### src/rtl/wrapper_shift_update_reg.sv
// Wrapper boundary/data register segment: parallel capture, bidirectional
// serial shift, shadow update register, shift counter and frame flag.
module wrapper_shift_update_reg #(
    parameter int               WIDTH     = 12,
    parameter logic [WIDTH-1:0] RESET_VAL = {WIDTH{1'b0}},
    parameter int               CW        = $clog2(WIDTH + 1)
) (
    input  logic             clk,
    input  logic             clr,
    input  logic [WIDTH-1:0] data_in,
    input  logic             capture,
    input  logic             shift_en,
    input  logic             dir,
    input  logic             si,
    input  logic             update,
    output logic             so,
    output logic [WIDTH-1:0] data_out,
    output logic [CW-1:0]    shift_count,
    output logic             frame_done
);

    localparam logic [CW-1:0] FULL = CW'(WIDTH);

    logic [WIDTH-1:0] shift_reg;
    logic [CW-1:0]    count_next;
    logic             shift_ok;

    // A shift is only accepted when no capture competes for the register.
    assign shift_ok = shift_en & ~capture;

    // Serial output is taken from whichever end the current direction empties.
    assign so = dir ? shift_reg[WIDTH-1] : shift_reg[0];

    // Next shift count: cleared by capture, saturating at WIDTH.
    always_comb begin
        count_next = shift_count;
        if (capture) begin
            count_next = '0;
        end else if (shift_ok && (shift_count != FULL)) begin
            count_next = shift_count + CW'(1);
        end
    end

    // Shift register: capture has priority over shifting in either direction.
    always_ff @(posedge clk or posedge clr) begin
        if (clr) begin
            shift_reg <= RESET_VAL;
        end else if (capture) begin
            shift_reg <= data_in;
        end else if (shift_en) begin
            if (dir) begin
                shift_reg <= {shift_reg[WIDTH-2:0], si};
            end else begin
                shift_reg <= {si, shift_reg[WIDTH-1:1]};
            end
        end
    end

    // Update register samples the pre-edge shift register contents.
    always_ff @(posedge clk or posedge clr) begin
        if (clr) begin
            data_out <= RESET_VAL;
        end else if (update) begin
            data_out <= shift_reg;
        end
    end

    // Counter and registered frame flag move together so they always agree.
    always_ff @(posedge clk or posedge clr) begin
        if (clr) begin
            shift_count <= '0;
            frame_done  <= 1'b0;
        end else begin
            shift_count <= count_next;
            frame_done  <= (count_next == FULL);
        end
    end

endmodule
### config.mk
export PLATFORM = sky130hd
export DESIGN_NAME = wrapper_shift_update_reg
export DESIGN_NICKNAME = d
export VERILOG_FILES = /design/src/rtl/wrapper_shift_update_reg.sv
export SDC_FILE = /design/constraint.sdc
export NUM_CORES = 1
export LEC_CHECK = 0
export ABC_AREA = 1
export ABC_CLOCK_PERIOD_IN_PS = 1600
export CORE_MARGIN = 5
export CORE_UTILIZATION = 50
export CTS_BUF_LIST = sky130_fd_sc_hd__clkbuf_8
export CTS_CLUSTER_DIAMETER = 100
export CTS_CLUSTER_SIZE = 12
export DETAILED_ROUTE_END_ITERATION = 12
export MAX_ROUTING_LAYER = met4
export PLACE_DENSITY = 0.91
export SYNTH_ARGS = -nofsm -noshare
export SYNTH_HDL_FRONTEND = slang
export SYNTH_SLANG_ARGS = --single-unit
export TNS_END_PERCENT = 10
### constraint.sdc
create_clock -name clk -period 1.6 [get_ports clk]
set_clock_uncertainty 0.1 [all_clocks]
set_input_delay 0.4 -clock clk [delete_from_list [all_inputs] [get_ports clk]]
set_output_delay 0.4 -clock clk [all_outputs]
set_load 0.01 [all_outputs]
==> results.py, run 1 <==
metrics = {
    "worst_setup_path": {
        "critical_path_required_ps": 1100,
        "path_buf_inv": 1,
        "worstPathCellList": "dlygate4sd2_1",
        "critPathMaxFanout": 5,
        "crit_slowest_cell": "dfrtp_1",
        "crit_arrival_ps": 1090,
        "cp_top_family": "flip-flops",
        "cp_slowest_stage_delay_ps": 470,
        "crit_path_end_kind": "output port",
        "crit_path_start_kind": "flop",
        "criticalPathCategory": "flop to output port",
    },
    "detailed_routing": {
        "drc": 0,
        "dr.pass1.iters": 5,
        "vias": 1349,
        "antenna_left": 0,
        "drtIter0Drc": 125,
        "via_per_inst": 5.53,
        "wire_per_inst_um": 16.2,
        "drt-total-wl_mm": 3.96,
    },
    "global_routing": {
        "grt_max_degree": 30,
        "grt_pass1_wl_mm": 6.26,
        "grt_overflow": 0,
        "grt_use_total_pct": 20.7,
        "grt_pass1_vias": 1355,
        "antenna_found_initial": 0,
    },
    "floorplan": {
        "dieArea_um2": 3940,
        "io-pin-count": 37,
        "row_count": 19,
        "start_util_pct": 51.4,
        "chipHeight_um": 62.8,
        "core-area_um2": 2710,
        "die_w_um": 62.8,
    },
    "pwr": {
        "max-vdd-ir-drop_v": 0.000881,
        "seqPwrFrac_pct": 43.4,
        "p_switching_uw": 564,
        "swShare_pct": 28.7,
        "power_leakage_nw": 0.981,
        "p_clk_share_pct": 34.5,
        "pwr-share-comb_pct": 22.1,
        "p_int_mw": 1.40,
        "finalPower_mw": 1.96,
        "p_per_area_nw_per_um2": 979,
    },
    "sta": {
        "period_needed_ps": 1590,
        "setup_ws_ps": 13.6,
        "fin_tns_setup_ps": 0,
        "relSlewSlack_pct": 82.5,
        "hold_slack_ps": 380,
        "tightest_slew_ps": 263,
        "fin_crit_sh_pct": 99.1,
        "hold_viol_final": 0,
        "rsz0062_at_grt": "yes",
        "maxSlewViolCount": 0,
        "max_freq_mhz": 630,
        "final-setup-viol-count": 0,
    },
    "cts": {
        "ctsHoldBuffers": 0,
        "clkSinkCount": 29,
        "cts_htree_levels": 2,
        "cts-buffers-inserted": 5,
        "root_buffer": "clkbuf_8",
        "cts_max_path_buffers": 2,
        "cts_tree": "done",
        "clk_latency_ps": 290,
        "clkSlewWorstSetupHoldPaths_ps": 60,
    },
    "logic_synthesis": {
        "synth.distinct_cells": 21,
        "yosys.area.top_type": "dfrtp_1",
        "synth_top_cells_by_area": "dfrtp_1 (52%), nand2_1 (7.8%), a21oi_1 (6.5%)",
        "synthesis.area_um2": 1390,
        "ys_warn_count": 0,
        "synth_fp_nets": 183,
        "seq_area_frac_synth_pct": 52.1,
        "synthCells": 162,
        "avgSynthCellArea_um2": 8.60,
        "synth_seq_cells": 29,
        "synth_top_area_share_pct": 52.1,
    },
    "placed_design": {
        "io_buffers": 36,
        "dp_slack_ps": -474,
        "place_congestion": 0.862,
        "placed_area_um2": 1870,
        "hpwl_mm": 2.44,
        "placed_cells": 232,
    },
    "finish": {
        "syn2layout_area_growth_pct": 43.8,
        "fin_nets": 233,
        "final_cells": 244,
        "drive_above_1_share_pct": 17.8,
        "final_area_um2": 2000,
        "finish.utilization_pct": 73.9,
        "n_antenna_cell": 0,
    },
    "min_path": {
        "hold_class": "input port to async pin",
    },
    "job": {
        "cap_viol_max_count": 0,
    },
    "outcome": {
        "outcome": "complete, no violations",
    },
}
[what timing repair did]
item / in CTS / in global routing
pin swaps: 0 / 2
setup buffers: 2 / 2
setup endpoints to repair: 18 / 5
gates resized for setup: 21 / 9
[routing by layer]
layer	vias up	track usage [%]	routed length, µm
met2	81	31.5	1980
met4	0	7.96	136
li1	629	-	-
met3	14	6.29	310
met1	625	25.9	1540
met5	-	-	0
[worst register-to-register path: cells and delay by family, from the launching register on]
| kind | cells | cell delay (ps) |
|---|---|---|
| adder cells (fa/ha/maj) | 1 | 160 |
| flip-flops | 1 | 380 |
| AND/OR/NAND/NOR | 6 | 530 |
| buffers and inverters | 3 | 340 |
[cell usage after synthesis]
master    number
o221ai_1       5
a21oi_1       18
nand2_1       29
o211ai_1       5
clkbuf_1       2
buf_6          1
buf_2          4
o21ai_0        4
inv_2          2
nor2_1        16
a21oi_2        3
nand3_1        5
nor2_4         1
dfrtp_1       29
nand4_1        1
inv_1         22
o211ai_2       2
o21ai_1        9
nand2_2        1
buf_4          1
ha_1           2
[logic make-up (layout without fill, tap and decap cells)]
kind of cell / Yosys count / count (layout) / synth area share [%]
AOI/OAI and AO/OA: 46 / 46 / 20.7
adders and majority gates: 2 / 2 / 1.80
DFF: 29 / 29 / 52.1
buffers and inverters: 32 / 83 / 9.79
and+or+nand+nor: 53 / 53 / 15.6
[final timing paths]
kind                           startpoint  cells past startpoint  slack, ps        endpoint
setup / recovery           shift_count[2]                      1         10  shift_count[2]
max in group asynchronous             clr                      3        860     data_out[7]
min in group clk              data_out[7]                      2        420     data_out[7]
hold reg to reg               data_out[7]                      2        420     data_out[7]
setup reg to reg           shift_count[0]                     10         30      frame_done
hold / removal                        clr                      3        380    shift_reg[6]
[layout make-up]
cell class / count / area, µm²
fill: 206 / 707
clock inverter: 1 / 5.00
timing repair buffer: 51 / 489
clock buffer: 7 / 96.3
inverter: 24 / 90.1
tap: 31 / 38.8
multi-input combinational: 101 / 558
sequential: 29 / 726
[cell usage in the layout (no fill, tap or decap), types with 2 or more instances in the layout]
| master | instances |
|---|---|
| o21ai_0 | 4 |
| clkbuf_8 | 7 |
| dlygate4sd2_1 | 17 |
| o21ai_1 | 9 |
| a21oi_1 | 18 |
| buf_12 | 3 |
| o221ai_1 | 5 |
| nor2_1 | 16 |
| inv_2 | 4 |
| o211ai_1 | 5 |
| nand2_1 | 28 |
| clkdlybuf4s50_1 | 16 |
| inv_1 | 20 |
| dlymetal6s2s_1 | 2 |
| o211ai_2 | 2 |
| nand2_2 | 2 |
| nand3_1 | 4 |
| dfrtp_1 | 29 |
| buf_4 | 12 |
| a21oi_2 | 3 |
[power groups by stage]
stage	clock network [mW]	logic (mW)	registers, mW
after floorplan	0	0.180	0.882
after global placement	0	0.401	0.862
after detailed placement	0	0.417	0.869
after CTS	0.679	0.406	0.851
after global routing	0.708	0.478	0.860
final	0.676	0.433	0.852
(Power assumes the default switching activity.)
==> inputs of run 2 (changes only) <==
--- a/config.mk
+++ b/config.mk
@@ -7,7 +7,6 @@
 export LEC_CHECK = 0
 export ABC_AREA = 1
 export ABC_CLOCK_PERIOD_IN_PS = 1600
-export CORE_MARGIN = 5
 export CORE_UTILIZATION = 50
 export CTS_BUF_LIST = sky130_fd_sc_hd__clkbuf_8
 export CTS_CLUSTER_DIAMETER = 100
==> results.py, run 2 (same netlist as run 1, synthesis figures left out) <==
metrics = {
    "cts": {
        "cts_htree_levels": 2,
        "cts_tree": "done",
        "cts-buffers-inserted": 5,
        "clkSlewWorstSetupHoldPaths_ps": 60,
        "clk_latency_ps": 280,
        "root_buffer": "clkbuf_8",
        "ctsHoldBuffers": 0,
        "cts_max_path_buffers": 2,
        "clkSinkCount": 29,
    },
    "detailed_routing": {
        "antenna_left": 0,
        "drc": 0,
        "via_per_inst": 5.42,
        "vias": 1291,
        "wire_per_inst_um": 13.7,
        "drt-total-wl_mm": 3.26,
        "drtIter0Drc": 16,
        "dr.pass1.iters": 4,
    },
    "sta": {
        "final-setup-viol-count": 0,
        "max_freq_mhz": 651,
        "period_needed_ps": 1540,
        "fin_crit_sh_pct": 96.0,
        "tightest_slew_ps": 239,
        "rsz0062_at_grt": "no",
        "maxSlewViolCount": 0,
        "hold_viol_final": 0,
        "relSlewSlack_pct": 84.1,
    },
    "finish": {
        "fillCellCount": 191,
        "drive_above_1_share_pct": 15.4,
        "final_common_cell": "dfrtp_1",
        "finish.utilization_pct": 76.8,
        "final_cell_mix": "dfrtp_1 (29), nand2_1 (28), inv_1 (21)",
        "n_antenna_cell": 0,
        "final_cells": 238,
        "syn2layout_area_growth_pct": 40.4,
        "fin_nets": 229,
    },
    "global_routing": {
        "grt_use_total_pct": 26.4,
        "grt_pass1_wl_mm": 5.20,
        "grt_overflow": 0,
        "grt_pass1_vias": 1219,
        "grt_max_degree": 30,
        "antenna_found_initial": 0,
    },
    "floorplan": {
        "chipHeight_um": 54.8,
        "io-pin-count": 37,
        "start_util_pct": 54.7,
        "core-area_um2": 2540,
        "row_count": 18,
        "dieArea_um2": 3000,
        "die_w_um": 54.8,
    },
    "pwr": {
        "p_per_area_nw_per_um2": 940,
        "power_leakage_nw": 0.941,
        "max-vdd-ir-drop_v": 0.000845,
    },
    "worst_setup_path": {
        "reg2reg_from": "shift_count[1]",
        "crit_path_end_kind": "output port",
        "path_buf_inv": 1,
        "ff2ff_setup_slack_ps": 110,
        "cp_slowest_stage_delay_ps": 450,
        "crit_slowest_cell": "dfrtp_1",
        "crit_path_start_kind": "flop",
        "criticalPathCategory": "flop to output port",
        "r2r-end": "frame_done",
        "crit_arrival_ps": 1040,
        "r2r.worst_path.cells": 11,
        "critical_path_required_ps": 1100,
        "cp_top_family": "flip-flops",
        "critPathMaxFanout": 5,
        "worstPathCellList": "dlygate4sd2_1",
    },
    "outcome": {
        "outcome": "complete, no violations",
    },
    "placed_design": {
        "hpwl_mm": 2.27,
        "place_congestion": 0.847,
        "io_buffers": 36,
        "placed_cells": 229,
    },
    "min_path": {
        "hold_class": "input port to async pin",
    },
    "job": {
        "cap_viol_max_count": 0,
    },
}
==> run 2: worst max-delay path by stage <==
stage                         from              to  cells past startpoint
floorplan                      dir              so                      3
global placement               dir              so                      4
detailed placement             dir              so                      4
CTS                 shift_count[0]      frame_done                     11
global route               capture    shift_reg[3]                      6
finish              shift_count[3]  shift_count[3]                      1
==> run 2: layout make-up <==
class                      count  area, µm²  area share [%]
sequential                    29        726            37.1
multi-input combinational    101        563            28.8
timing repair buffer          47        453            23.2
inverter                      24       90.1            4.61
clock buffer                   6       82.6            4.22
tap                           30       37.5            1.92
clock inverter                 1       3.75           0.192
==> run 2: timing repair <==
action,CTS,global route
gates resized for setup,23,7
pin swaps,0,2
setup buffers,2,0
endpoints found under the setup margin,18,4
==> run 2: power breakdown <==
part	total [mW]	internal (mW)	switching, mW
Clock	0.579	0.333	0.246
Combinational	0.405	0.191	0.214
Sequential	0.853	0.811	0.0429
==> run 2: routing by layer <==
layer | GRT usage, % | wire length (µm) | part of all wire [%]
met1 | 26.9 | 1350 | 41
met2 | 46.0 | 1650 | 51
met3 | 7.78 | 184 | 5.6
met5 | - | 0 | 0
met4 | 12.0 | 71 | 2.2
==> run 2: stage by stage <==
step | power (mW) | worst slack, ps | hold slack (ps) | TNS, ps | instance area (µm²)
floorplan | 1.06 | 186 | 378 | 0 | 1390
global placement | 1.26 | -447 | 405 | -1470 | 1850
detailed placement | 1.28 | -509 | 414 | -2320 | 1850
CTS | 1.84 | 10.5 | 353 | 0 | 1930
global route | 1.93 | 11.9 | 390 | 0 | 1960
finish | 1.84 | 63.4 | 353 | 0 | 1960
